`config.mk`:
```
export PLATFORM = sky130hd
export DESIGN_NAME = sprite_blitter
export DESIGN_NICKNAME = d
export VERILOG_FILES = /design/src/rtl/sprite_blitter.sv
export SDC_FILE = /design/constraint.sdc
export NUM_CORES = 1
export LEC_CHECK = 0
export ABC_AREA = 0
export CAP_MARGIN = 40
export CORE_ASPECT_RATIO = 0.6
export CORE_MARGIN = 1.5
export CORE_UTILIZATION = 25
export DETAILED_ROUTE_END_ITERATION = 6
export DONT_BUFFER_PORTS = 1
export PLACE_DENSITY_LB_ADDON = 0.05
export SLEW_MARGIN = 40
export SYNTH_ARGS = -nofsm -noshare
export SYNTH_HDL_FRONTEND = slang
export SYNTH_SLANG_ARGS = --single-unit
```
`constraint.sdc`:
```
create_clock -name vga_clk -period 4.4 [get_ports vga_clk]
set_clock_uncertainty 0.05 [all_clocks]
set_input_delay 1.32 -clock vga_clk [delete_from_list [all_inputs] [get_ports vga_clk]]
set_output_delay 1.32 -clock vga_clk [all_outputs]
set_load 0.05 [all_outputs]
```
`src/rtl/sprite_blitter.sv`:
```
// Copies a sprite from its synchronous ROM into the 4-bit framebuffer at a signed
// screen position, with optional mirroring, transparency skip and screen clipping.
module sprite_blitter #(
  parameter int                SPR_W       = 64,
  parameter int                SPR_H       = 64,
  parameter int                SCR_W       = 640,
  parameter int                SCR_H       = 480,
  parameter int                DATA_W      = 4,
  parameter logic [DATA_W-1:0] TRANSPARENT = '0
) (
  input  logic                                      vga_clk,
  input  logic                                      reset,
  input  logic                                      start,
  input  logic signed [10:0]                        pos_x,
  input  logic signed [10:0]                        pos_y,
  input  logic                                      mirror,
  output logic                                      busy,
  output logic                                      done,
  output logic [$clog2(SPR_W)+$clog2(SPR_H)-1:0]    rom_address,
  input  logic [DATA_W-1:0]                         rom_q,
  output logic [18:0]                               fb_addr,
  output logic [DATA_W-1:0]                         fb_data,
  output logic                                      fb_we,
  input  logic                                      fb_ready
);

  localparam int SX_W = $clog2(SPR_W);
  localparam int SY_W = $clog2(SPR_H);
  localparam logic signed [11:0] SCR_W_S = 12'(SCR_W);
  localparam logic signed [11:0] SCR_H_S = 12'(SCR_H);
  localparam logic [SX_W-1:0] SX_LAST = SX_W'(SPR_W - 1);
  localparam logic [SY_W-1:0] SY_LAST = SY_W'(SPR_H - 1);

  typedef enum logic [2:0] {S_IDLE, S_FETCH, S_READ, S_WRITE, S_DONE} state_t;

  state_t                   state, state_nxt;
  logic signed [10:0]       px, py;
  logic                     mir;
  logic [SX_W-1:0]          sx;
  logic [SY_W-1:0]          sy;
  logic [SX_W-1:0]          src_col;
  logic signed [11:0]       dx, dy;
  logic                     clipped, last_px, advance, opaque;

  function automatic logic is_clipped(input logic signed [11:0] x, input logic signed [11:0] y);
    return x[11] || (x >= SCR_W_S) || y[11] || (y >= SCR_H_S);
  endfunction

  // Only called for on-screen pixels, so both coordinates are non-negative here.
  function automatic logic [18:0] fb_index(input logic signed [11:0] x, input logic signed [11:0] y);
    return 19'(y) * 19'(SCR_W) + 19'(x);
  endfunction

  // SPR_W is a power of two, so SPR_W-1-sx is the bitwise complement of sx.
  assign src_col     = mir ? ~sx : sx;
  assign rom_address = {sy, src_col};
  assign dx          = 12'(px) + 12'(sx);
  assign dy          = 12'(py) + 12'(sy);
  assign clipped     = is_clipped(dx, dy);
  assign last_px     = (sx == SX_LAST) && (sy == SY_LAST);
  assign opaque      = (rom_q != TRANSPARENT);
  assign advance     = ((state == S_FETCH) && clipped) ||
                       ((state == S_READ)  && !opaque) ||
                       ((state == S_WRITE) && fb_ready);

  always_ff @(posedge vga_clk) begin
    if (reset) state <= S_IDLE;
    else       state <= state_nxt;
  end

  always_comb begin
    state_nxt = state;
    case (state)
      S_IDLE:  if (start) state_nxt = S_FETCH;
      S_FETCH: state_nxt = clipped ? (last_px ? S_DONE : S_FETCH) : S_READ;
      S_READ:  state_nxt = opaque ? S_WRITE : (last_px ? S_DONE : S_FETCH);
      S_WRITE: if (fb_ready) state_nxt = last_px ? S_DONE : S_FETCH;
      S_DONE:  state_nxt = S_IDLE;
      default: state_nxt = S_IDLE;
    endcase
  end

  always_comb begin
    busy  = (state == S_FETCH) || (state == S_READ) || (state == S_WRITE);
    done  = (state == S_DONE);
    fb_we = (state == S_WRITE);
  end

  // Blit parameters, raster counters and the held framebuffer write.
  always_ff @(posedge vga_clk) begin
    if (reset) begin
      px      <= '0;
      py      <= '0;
      mir     <= 1'b0;
      sx      <= '0;
      sy      <= '0;
      fb_addr <= '0;
      fb_data <= '0;
    end else begin
      if ((state == S_IDLE) && start) begin
        px  <= pos_x;
        py  <= pos_y;
        mir <= mirror;
        sx  <= '0;
        sy  <= '0;
      end else if (advance) begin
        sx <= sx + 1'b1;
        if (sx == SX_LAST) sy <= sy + 1'b1;
      end
      if ((state == S_READ) && opaque) begin
        fb_addr <= fb_index(dx, dy);
        fb_data <= rom_q;
      end
    end
  end

endmodule

```
After elaboration in Yosys (flattened, before gate mapping)
Cells that the tools add are included.

cells by class
  magnitude comparators = 2
  add/subtract/negate cells = 5
  reduce and logical (&&, ||, !) cells = 19
  $mul = 1
  equal/unequal tests = 8
  mux-type cells = 7
  bitwise logic cells = 1

operators by type and width
  kind                                                                  count
  adder 11 x 7 -> 12 bit                                                2
  adder 19 x 12 -> 19 bit                                               1
  2-to-1 mux 3 bit                                                      5
  adder 6 x 1 -> 6 bit (second input constant)                          2
  equality test 6 bit (second input constant)                           2
  greater-or-equal comparator 12 x 10 -> 1 bit (second input constant)  1
  greater-or-equal comparator 12 x 11 -> 1 bit (second input constant)  1
  multiplier 12 x 4 -> 12 bit (second input constant)                   1
  case mux 3 bit (4 select lines)                                       1
  logical OR 1 bit                                                      7
  equality test 3 x 2 -> 1 bit (second input constant)                  2
  logical AND 1 bit                                                     6
  2-to-1 mux 6 bit                                                      1
  inverter 6 bit                                                        1
  AND reduction 2 bit                                                   2
  nonzero test 4 bit                                                    1
  equality test 3 x 1 -> 1 bit (second input constant)                  1
  equality test 3 bit (second input constant)                           1
  logical NOT 3 bit                                                     1
  != test 2 x 1 -> 1 bit (second input constant)                        1
  != test 2 bit (second input constant)                                 1
  OR reduction 2 bit                                                    1
  logical NOT 1 bit                                                     1

storage, ports and cells
  output and inout port bits = 38
  register bits after elaboration = 61
  logic and storage cells = 51

Depth between registers and ports, before layout
  depth in word-level cells = 9
  gate-level depth with buffers = 22
  gate-level depth less buffers = 22

Worst setup path after synthesis
No wires, ideal clock.

  path kind = register to register
  from = reg sy[0]
  to = reg fb_addr[18]
  path slack = -0.253 ns
  stages on the path, launching flop included = 22
  data arrival time = 4.481 ns
  setup time = 0.122 ns
  path through = dfxtp_1 ha_1 inv_1 fa_1 nor2b_1 o31a_1 a21oi_1 xnor2_1 inv_1 ha_1 a21o_1 a21oi_1 o21bai_1 a21oi_1 xnor2_1 ha_1 and3_1 a211oi_1 o21bai_1 a21oi_1 xnor2_1 a21oi_1

between the ends
  cells in the longest elaborated chain, start to end = 3

RTL lines
  what                         RTL line  RTL
  from (decl)                  40        logic [SY_W-1:0] sy;
  from (signal assigned)       108       if (sx == SX_LAST) sy <= sy + 1'b1;
  adder 11 x 7 -> 12 bit       58        assign dy = 12'(py) + 12'(sy);
  multiplier 12 x 4 -> 12 bit  51        return 19'(y) * 19'(SCR_W) + 19'(x);
  adder 19 x 12 -> 19 bit      51
  to (signal assigned)         111       fb_addr <= fb_index(dx, dy);
  to (decl)                    21        output logic [18:0] fb_addr,

No other way between the ends.
A chain may end at the register's enable or synchronous reset.

Final worst setup path
Same ends and word-level chain as after synthesis.

==> run summary <==
outcome = complete, no violations
DP Area = 0.00475 mm^2
synth warn = 0
EDFF count, synth = 0
Logic pwr share = 23.6%
CTS sink cnt = 61
part of the power in registers = 34.2%
top cell type's share of synthesized area = 28.3%
mapped cell area = 0.00431 mm^2
synth cell count leaders = nand2_1 (96), a21oi_1 (63), dfxtp_1 (61)
Psw = 636 uW
Tightest Pin Transition = 0.662 ns
std cell rows = 36
CTS tree = done
sum of negative setup slack = 0 ns
max-slew violation count = 0
Total Wirelength = 12700 um
placed cells = 775
DRT iter0 DRCs = 170
Sw Share = 32.2%
WP data required = 4.55 ns
CP Cell Sequence = ha_1 > inv_1 > fa_1 > nor2b_1 > o21ai_0 > a21oi_2 > xnor2_1 > inv_1 > ha_1 > a21o_1 > a21oi_2 > o21bai_1 > a21oi_2 > xnor2_1 > ha_1 > and3_1 > a211oi_2 > o21bai_1 > a21oi_1 > xnor2_1 > a21oi_1
worst IR drop on VDD = 0.000170 V
register area share after synthesis = 28.3%
count leader, synth = nand2_1
synthesized flop and latch total = 61
Ports = 69
Netlist cell types = 62
first-pass GRT wire length = 19900 um
asr flop ratio synth = 0%
dpl hpwl = 9700 um
Die Ht = 105 um
clock slew at reported path FFs = 0.06 ns
Crit Path Max Fanout = 4
fin nets = 632
die area = 0.0181 mm^2
pwr dens = 386 mW/mm^2
Final Instance Area = 0.00512 mm^2
clock share of power = 42.2%
largest net degree at the start of global routing = 57
non-filler cells in the finished layout = 793
ANT nets after route = 0
later-pin clock latency in the skew report = 0.33 ns
Pint = 1340 uW
RSZ-0062 raised after global routing = yes
RD Place Congestion = 0.800
layout cells sized above 1 = 13.1%
Core Box Area = 0.0165 mm^2
H-tree depth = 3
number of cells produced by synthesis = 546
min Tclk post-route = 4.11 ns
# diodes = 0
GRT Residual Overflow = 0
Hold Crit Class = reg -> reg
FILL cells = 1786
Primary FF master, synth = dfxtp_1
WHS = 0.406 ns
max-cap violations = 0
Fmax = 0.244 GHz
post-synth net total = 618
Power Total = 1980 uW
Crit-path slowest cell = fa_1
first-pass iteration count of the detailed router = 4
hold-fix buffer count after cts = 0
Storage cell area = 0.00123 mm^2
Worst Setup Start Kind = flip-flop
Die X = 172 um
PortBufs = 0
Synth Area per Inst = 7.89 um^2
via count = 3694
largest area contributor in the netlist = dfxtp_1
initial antenna violation count = 0
Leak Pwr = 0.00208 uW
area delta synth->final = 18.9%
Setup Crit Path Kind = reg -> reg
worst path arrival time = 4.26 ns
clock root cell = clkbuf_16
Multi-input gate area = 0.00298 mm^2
Fin. Hold Viols = 0
routed len/inst = 16.0 um
max_slew headroom = 55.7%
gr usage total = 14.5%
Worst path max stage delay = 0.39 ns
Residual DRC = 0
number of global-route vias before repair = 3546
Final Cycle Share = 93.3%
largest cells by area after synthesis = dfxtp_1 (28%), ha_1 (11%), nand2_1 (8.4%)
total CTS buffers = 9
Via-to-Cell Ratio = 4.66
CTS Buffer Depth = 2
setup violators final = 0
crit path capture type = flip-flop
initial core utilization = 26.1%
worst paths after layout:
check | to | slack (ns) | startpoint | cells after the start
max | fb_addr[18]$_SDFFE_PP0P_ | 0.29 | sy[0]$_SDFFE_PP0P_ | 21
max reg2reg | fb_addr[18]$_SDFFE_PP0P_ | 0.29 | sy[0]$_SDFFE_PP0P_ | 21
min reg2reg | py[2]$_SDFFE_PP0P_ | 0.41 | py[2]$_SDFFE_PP0P_ | 2
min | py[2]$_SDFFE_PP0P_ | 0.41 | py[2]$_SDFFE_PP0P_ | 2
cell families after synthesis:
family | after synthesis | share of synthesized area [%]
DFF | 61 | 28.3
xor gates and xnor gates | 46 | 9.52
buffers and inverters | 45 | 4.18
AOI/OAI and AO/OA | 141 | 21.7
and+or+nand+nor | 207 | 22.5
muxes | 5 | 1.16
adders and majority gates | 41 | 12.6
power groups by stage:
| stage | registers (uW) | clock network (uW) | logic, uW |
|---|---|---|---|
| global placement | 686 | 0 | 454 |
| detailed placement | 689 | 0 | 461 |
| floorplan | 659 | 0 | 365 |
| finish | 676 | 834 | 467 |
| global route | 683 | 892 | 521 |
| CTS | 677 | 864 | 467 |
registers in the layout, indices dropped and copies added (netlist names):
signal   count
fb_data      4
sx           6
state        3
px          11
sy           6
py          11
fb_addr     19
mir          1
critical path: cells and delay by family (launching register included):
family	cells	cell delay, ns
AOI/OAI and AO/OA	10	1.51
xor gates and xnor gates	3	0.45
adders and majority gates	4	1.13
buffers and inverters	2	0.12
DFF	1	0.34
and+or+nand+nor	2	0.37
stage by stage:
stage	utilization, %	worst slack [ns]
2_1_floorplan	-	0.0500
3_3_place_gp	28.3	0.0562
3_5_place_dp	28.7	-0.0671
4_1_cts	30.8	0.0512
5_1_grt	31.0	-0.0383
6_report	31.0	0.294
per-layer routing:
layer  wire (um)  track usage [%]
met1        7390             23.0
met2        4660             18.7
met3         606             3.90
met4          31             2.86
met5           0                0
layout make-up:
| type | count | area share (%) |
|---|---|---|
| Clock buffer | 12 | 4.81 |
| Clock inverter | 4 | 1.86 |
| Inverter | 19 | 1.39 |
| Multi-Input combinational cell | 440 | 58.2 |
| Sequential cell | 61 | 24.0 |
| Tap cell | 228 | 5.57 |
| Timing Repair Buffer | 29 | 4.25 |
timing repair:
action                                  CTS  global route
resized for setup                         1             5
setup buffers                             1             1
pin swaps                                 1             2
endpoints found under the setup margin    2             5
placed cells by master (no fill, tap or decap), drive strengths merged, types with 4 or more instances in the layout:
cell and n:
o21bai 5, nor3 15, xnor2 27, nor2b 11
mux2i 5, nand2 96, nor2 32, nand4 4
a21o 7, ha 37, buf 29, a21oi 64
dfxtp 61, fa 4, nand2b 6, inv 19
xor2 19, o211ai 8, o21ai 21, nand3 11
o21a 7, and2 9, clkbuf 12, a211oi 7
or2 5
No activity file was read; power rests on OpenSTA's default activity.
